File: config.mk
export PLATFORM = sky130hd
export DESIGN_NAME = js_decoder
export DESIGN_NICKNAME = d
export VERILOG_FILES = /design/src/rtl/js_pkg.sv /design/src/rtl/js_code_check.sv /design/src/rtl/js_decoder.sv
export SDC_FILE = /design/constraint.sdc
export NUM_CORES = 1
export LEC_CHECK = 0
export ABC_AREA = 1
export CORE_MARGIN = 5
export CORE_UTILIZATION = 30
export CTS_CLUSTER_SIZE = 25
export DETAILED_ROUTE_END_ITERATION = 6
export DONT_BUFFER_PORTS = 1
export PLACE_DENSITY = 0.51
export SKIP_CTS_REPAIR_TIMING = 1
export SYNTH_ARGS = -nofsm -noshare
export SYNTH_HDL_FRONTEND = slang
export SYNTH_HIERARCHICAL = 1
export SYNTH_SLANG_ARGS = --single-unit
File: constraint.sdc
create_clock -name clk -period 1.8 [get_ports clk]
set_clock_uncertainty 0.15 [all_clocks]
set_input_delay 0.09 -clock clk [delete_from_list [all_inputs] [get_ports clk]]
set_output_delay 0.09 -clock clk [all_outputs]
set_load 0.01 [all_outputs]
File: src/rtl/js_pkg.sv
// Shared Johnson-code definitions: lock FSM states, successor function, index width.
// Used by the Johnson counter, js_decoder and their benches.
package js_pkg;

    typedef enum logic {
        ST_UNLOCKED = 1'b0,
        ST_LOCKED   = 1'b1
    } js_state_e;

    // Widest word js_next() handles; callers cast their word in and back out.
    localparam int JS_MAX_W = 32;

    function automatic int js_idx_w(input int data_wid);
        return $clog2(2 * data_wid);
    endfunction

    // Johnson successor: shift left, feed back the inverted MSB; bits above data_wid cleared.
    function automatic logic [JS_MAX_W-1:0] js_next(input logic [JS_MAX_W-1:0] cur,
                                                    input int data_wid);
        logic [JS_MAX_W-1:0] nxt;
        nxt = {cur[JS_MAX_W-2:0], ~cur[data_wid-1]};
        for (int i = 0; i < JS_MAX_W; i++)
            if (i >= data_wid) nxt[i] = 1'b0;
        return nxt;
    endfunction

endpackage

File: src/rtl/js_code_check.sv
// Combinational legality check and step-index decode for one Johnson-coded word.
module js_code_check #(
    parameter int DATA_WID = 8,
    parameter int IDX_W    = 4
) (
    input  logic [DATA_WID-1:0] word,
    output logic                legal,
    output logic [IDX_W-1:0]    index
);

    logic [DATA_WID-1:0] inv;
    logic                fill_lo;
    logic                fill_hi;
    logic [IDX_W:0]      pop;

    assign inv = ~word;

    // 0..01..1 has no set bit above its lowest clear bit; 1..10..0 is the inverse shape.
    assign fill_lo = ((word & (word + DATA_WID'(1))) == '0);
    assign fill_hi = ((inv & (inv + DATA_WID'(1))) == '0);
    assign legal   = fill_lo | fill_hi;

    always_comb begin
        pop = '0;
        for (int i = 0; i < DATA_WID; i++)
            pop = pop + (IDX_W+1)'(word[i]);
    end

    always_comb begin
        index = '0;
        if (legal) begin
            if (word[DATA_WID-1]) index = IDX_W'(2 * DATA_WID - int'(pop));
            else                  index = IDX_W'(pop);
        end
    end

endmodule

File: src/rtl/js_decoder.sv
// Johnson-link receiver: legality + continuity check, index decode, sequence-lock FSM.
// Optional JSD_ERR_CNT_EN adds a saturating err_count output. DATA_WID must be <= 32.
module js_decoder
    import js_pkg::*;
#(
    parameter  int DATA_WID = 8,
    parameter  int LOCK_CNT = 4,
    localparam int IDX_W    = js_idx_w(DATA_WID)
) (
    input  logic                clk,
    input  logic                rst_n,
    input  logic                in_valid,
    input  logic [DATA_WID-1:0] in_data,
    output logic                out_valid,
    output logic [IDX_W-1:0]    out_index,
    output logic                illegal,
    output logic                seq_err,
`ifdef JSD_ERR_CNT_EN
    output logic [7:0]          err_count,
`endif
    output logic                locked
);

    localparam int RUN_W = $clog2(LOCK_CNT + 1);

    logic                chk_legal;
    logic [IDX_W-1:0]    chk_index;
    logic [DATA_WID-1:0] prev;
    logic [DATA_WID-1:0] prev_succ;
    logic                have_prev;
    logic [RUN_W-1:0]    run;
    logic [RUN_W-1:0]    run_nxt;
    logic                seq_hit;
    logic                good;
    logic                bad;
    js_state_e           state;
    js_state_e           state_nxt;

    js_code_check #(
        .DATA_WID (DATA_WID),
        .IDX_W    (IDX_W)
    ) u_chk (
        .word  (in_data),
        .legal (chk_legal),
        .index (chk_index)
    );

    assign prev_succ = DATA_WID'(js_next(JS_MAX_W'(prev), DATA_WID));
    // A repeated word is out of sequence too; the link never stalls.
    assign seq_hit   = in_valid & chk_legal & have_prev & (in_data != prev_succ);
    assign good      = in_valid & chk_legal & ~seq_hit;
    assign bad       = in_valid & (~chk_legal | seq_hit);

    always_comb begin
        run_nxt = run;
        if (bad)
            run_nxt = '0;
        else if (good && run != RUN_W'(LOCK_CNT))
            run_nxt = run + RUN_W'(1);
    end

    always_comb begin
        state_nxt = state;
        case (state)
            ST_UNLOCKED: if (good && run_nxt == RUN_W'(LOCK_CNT)) state_nxt = ST_LOCKED;
            ST_LOCKED:   if (bad) state_nxt = ST_UNLOCKED;
            default:     state_nxt = ST_UNLOCKED;
        endcase
    end

    always_ff @(posedge clk or negedge rst_n) begin
        if (!rst_n) begin
            state <= ST_UNLOCKED;
            run   <= '0;
        end else begin
            state <= state_nxt;
            run   <= run_nxt;
        end
    end

    assign locked = (state == ST_LOCKED);

    always_ff @(posedge clk or negedge rst_n) begin
        if (!rst_n) begin
            prev      <= '0;
            have_prev <= 1'b0;
            out_valid <= 1'b0;
            out_index <= '0;
            illegal   <= 1'b0;
            seq_err   <= 1'b0;
        end else begin
            out_valid <= in_valid;
            illegal   <= in_valid & ~chk_legal;
            seq_err   <= seq_hit;
            if (in_valid) begin
                out_index <= chk_index;
                have_prev <= chk_legal;
                if (chk_legal) prev <= in_data;
            end
        end
    end

`ifdef JSD_ERR_CNT_EN
    always_ff @(posedge clk or negedge rst_n) begin
        if (!rst_n)
            err_count <= '0;
        else if (bad && err_count != 8'hFF)
            err_count <= err_count + 8'd1;
    end
`endif

endmodule

==> After elaboration in Yosys (flattened, before gate mapping) <==
Index checks and enable logic that the tools add are counted.
{ "classes": {"n_eq_ne": 3, "n_addsub": 11, "n_mux": 7, "reduce_logical": 5, "bitwise_logic": 15} }
{ "op_table": {"columns": ["operator", "count"], "rows": [
  ["$add 4x1->4", 6],
  ["$add 8x1->8 const B", 2],
  ["$and 8x8->8", 2],
  ["$logic_not 8->1", 2],
  ["$mux 4", 2],
  ["$ne 8x8->1", 1],
  ["$not 8->8", 1],
  ["$and 1x1->1", 6],
  ["$mux 3", 2],
  ["$not 1->1", 4],
  ["$sub 1x4->4 const A", 1],
  ["$add 3x1->3 const B", 1],
  ["$eq 3x3->1 const B", 1],
  ["$ne 3x3->1 const B", 1],
  ["$add 1x1->2", 1],
  ["$logic_and 1x1->1", 2],
  ["$mux 1", 2],
  ["$or 1x1->1", 2],
  ["$pmux 1 s2", 1],
  ["$reduce_and 2->1", 1]
]} }
{ "totals": {"ff_bits": 20, "word_cells": 49} }

==> Longest topological paths before layout <==
{ "logic_depth": {"word_depth": 17, "mapped_depth": 17, "depth_no_buf": 17} }

==> Cells and area by module <==
The synthesis kept the hierarchy.
{ "by_module_without_submodules": {"columns": ["module", "seq_area_each_um2", "area_each_um2", "cells_per_inst", "n_inst"], "rows": [
  ["js_decoder", 500.5, 991.0, 120, 1],
  ["js_code_check", 0.0, 466.7, 76, 1]
]} }

==> Least setup slack after synthesis <==
Ideal clock, no wire load.
{ "synth_path": {"path_type": "in2reg", "start": "input port in_data[0]", "end": "register out_index[2]", "cell_stages": 15, "required_ns": 1.585, "setup_ns": 0.065, "path_slack_ns": -1.467, "t_arrival_ns": 3.052, "cell_sequence": "inv_1 fa_1 fa_1 fa_1 inv_1 ha_1 fa_1 inv_1 ha_1 nor2_2 xor2_1 inv_1 a21oi_1 nand2_1 nand2_1"} }
{ "synth_between": {"elab_chain_len": 10, "elab_cells_between_ends": 18, "classes_between": "add/sub: 10; mux: 2; bitwise: 4; reduce/logical: 2"} }
{ "synth_lines": {"columns": ["element", "line", "source"], "rows": [
  ["from (decl)", "js_decoder.sv:13", "input logic [DATA_WID-1:0] in_data,"],
  ["$add 1x1->2", "js_code_check.sv:26", "pop = pop + (IDX_W+1)'(word[i]);"],
  ["$add 4x1->4 (6 in series)", "js_code_check.sv:26", null],
  ["$sub 1x4->4", "js_code_check.sv:32", "if (word[DATA_WID-1]) index = IDX_W'(2 * DATA_WID - int'(pop));"],
  ["$mux 4", "js_code_check.sv:32", null],
  ["$mux 4 *", "js_code_check.sv:31", "if (legal) begin"],
  ["net chk_index[2]", "js_decoder.sv:27", "logic [IDX_W-1:0] chk_index;"],
  ["to (signal assigned)", "js_decoder.sv:96", "out_index <= chk_index;"],
  ["to (decl)", "js_decoder.sv:15", "output logic [IDX_W-1:0] out_index,"]
]} }
The timed path passes the listed nets; every way through them passes the cells marked *.
A chain may end at the register's enable or synchronous reset.

==> Worst setup path after layout <==
Ends and elaborated chain as after synthesis.

==> impl_metrics.json <==
{
  "hp-class": "input port to register",
  "die_h_microns": 79.7,
  "regToRegSetupSlack_ns": 0.18,
  "pwr-share-comb": 0.372,
  "dp.cells": 277,
  "final.min_clock_period_ns": 3.01,
  "layout_commonest_cell": "nand2_1",
  "clock_path_buffers": 2,
  "syn_area_per_cell_sq_um": 7.44,
  "cp-end-kind": "register",
  "layout_common_cells": "nand2_1, inv_1, dfrtp_1",
  "cts_tree": "built",
  "grt_max_degree": 21,
  "hold_viol_final": 6,
  "p_leak_uw": 0.00101,
  "timing.hold.ws_ns": -0.295,
  "setup_ws_ns": -1.21,
  "tns_ns": -3.71,
  "area.growth.synth_to_final_pct": 30.4,
  "drc": 0,
  "p_sw_uw": 531,
  "drv_slew": 0,
  "fmax_mhz": 333,
  "grt_setup_unrepaired": "yes",
  "clock_latency_ns": 0.26,
  "dpl_cell_area_sq_um": 1680,
  "final_design_area_no_fill_sq_um": 1900,
  "setup_viol": 4,
  "vias": 1209,
  "diodes": 0,
  "status": "finished, violations left",
  "finalNonFillerCells": 292,
  "startpoint_type": "input port",
  "cts_htree_levels": 1,
  "syn_area_sq_um": 1460,
  "firstDrtPassIters": 4,
  "io_pins": 19,
  "drt_iter0_markers": 30,
  "cp_max_fo": 6,
  "seq_power_share": 0.359,
  "grt-ovfl-total": 0,
  "grt_pass1_wl_microns": 5070,
  "synth.top_cell.area_share": 0.343,
  "ys_top_cells_by_area": "dfrtp_1, nand2_1, inv_1",
  "violations": "negative hold slack, negative setup slack",
  "ys_seq_area_frac": 0.343,
  "wl_per_cell_microns": 10.9,
  "clock_sinks": 20,
  "root_buffer": "clkbuf_8",
  "avgViaCountPerCell": 4.14,
  "final_nets": 251,
  "grt.total_usage": 0.101,
  "cp.required_ns": 1.85,
  "p_per_area_nw_per_um2": 866,
  "row_count": 25,
  "io_buffer_count": 0,
  "fin_crit_sh": 1.67,
  "synth-seq-cells": 20,
  "drive_above_1_share": 0.236,
  "synth_cells": 196,
  "p_clk_frac": 0.269,
  "timing.slew.headroom": 0.400,
  "yosys.area.top_type": "dfrtp_1",
  "clkTransAtPathRegs_ns": 0.08,
  "power.internal_uw": 1120,
  "yosysWarnings": 6,
  "gp_congestion": 0.763,
  "wl_microns": 3180,
  "ant_nets": 0,
  "num-fill-cells": 501,
  "ys_types": 24,
  "start_util": 0.309,
  "die-area_sq_um": 6350,
  "ir_worst_vdd_uv": 260,
  "core-area_sq_um": 4720,
  "grt_pass1_vias": 1148,
  "die-width_microns": 79.7,
  "tightest_slew_ns": 0.898,
  "synth_nets": 221,
  "place_hpwl_microns": 2440,
  "arrival_ns": 3.06,
  "antenna_found_initial": 0,
  "cap_violations": 0,
  "switching_share": 0.323,
  "crit_type": "input port to register",
  "cts_buffers": 3
}
==> sequential cells by signal, indices dropped and copies added (netlist names) <==
signal	cells
locked	1
prev	8
illegal	1
out_valid	1
run	3
have_prev	1
out_index	4
seq_err	1
==> path summary, 6_finish.rpt <==
path / from / to / cells past startpoint
max in group asynchronous: rst_n / prev[7]$_DFFE_PN0P_ / 1
max: in_data[0] / out_index[2]$_DFFE_PN0P_ / 15
min: in_valid / out_valid$_DFF_PN0_ / 0
min in group asynchronous: rst_n / prev[6]$_DFFE_PN0P_ / 1
min reg2reg: prev[2]$_DFFE_PN0P_ / prev[2]$_DFFE_PN0P_ / 2
max reg2reg: prev[0]$_DFFE_PN0P_ / locked$_DFF_PN0_ / 12
==> cells in the mapped netlist, drive strengths merged <==
cell and count:
nor2 11, nand2 71, o21ai 11, a21oi 4, xor2 1, fa 4
nand3 11, clkinv 1, o21bai 1, xnor2 4, inv 42, clkbuf 1
dfrtp 20, nand4 4, ha 10
==> cells by family after synthesis <==
logic type,share of synthesized area
AND/OR/NAND/NOR,0.313
buffers and inverters,0.116
flip-flops,0.343
AO/OA/AOI/OAI,0.0567
adder cells (fa/ha/maj),0.141
XOR/XNOR,0.0300
==> metal layers <==
layer,vias to the layer above,global-route usage,part of all wire
met5,-,0,0
met4,0,0.0412,0.020
met3,6,0.00903,0.022
met2,14,0.189,0.51
met1,539,0.116,0.44
li1,650,-,-
==> through the flow <==
step                      total power, uW   util  setup WS, ns
after floorplan                       961      -         -1.42
after global placement               1080  0.355         -1.49
after detailed placement             1090  0.355         -1.51
after CTS                            1540  0.370         -1.24
after global routing                 1770  0.402         -1.33
final                                1650  0.402         -1.21
==> power by group through the flow <==
stage	Sequential (uW)	Combinational [uW]	Clock [uW]
after CTS	593	489	455
after detailed placement	598	488	0
after floorplan	581	380	0
final	591	612	444
after global routing	601	698	473
after global placement	598	478	0
==> worst max-delay path: stages <==
cell	delay, ns
inv_8	0.01
fa_1	0.55
fa_1	0.44
fa_1	0.53
inv_2	0.05
ha_4	0.15
fa_1	0.51
inv_2	0.06
ha_4	0.16
nor2_4	0.09
xor2_1	0.14
inv_1	0.07
a21oi_2	0.10
nand2_1	0.05
nand2_1	0.05
==> layout make-up <==
cell class	count	area, sq um	share of cell area
clock buffers	3	41.3	0.0217
clock inverters	1	30.0	0.0158
inverters	43	188	0.0987
multi-input cells	132	833	0.438
flip-flops and latches	20	500	0.263
well taps	67	83.8	0.0441
repair buffers	26	224	0.118
Power figures use the tool's default switching activity.
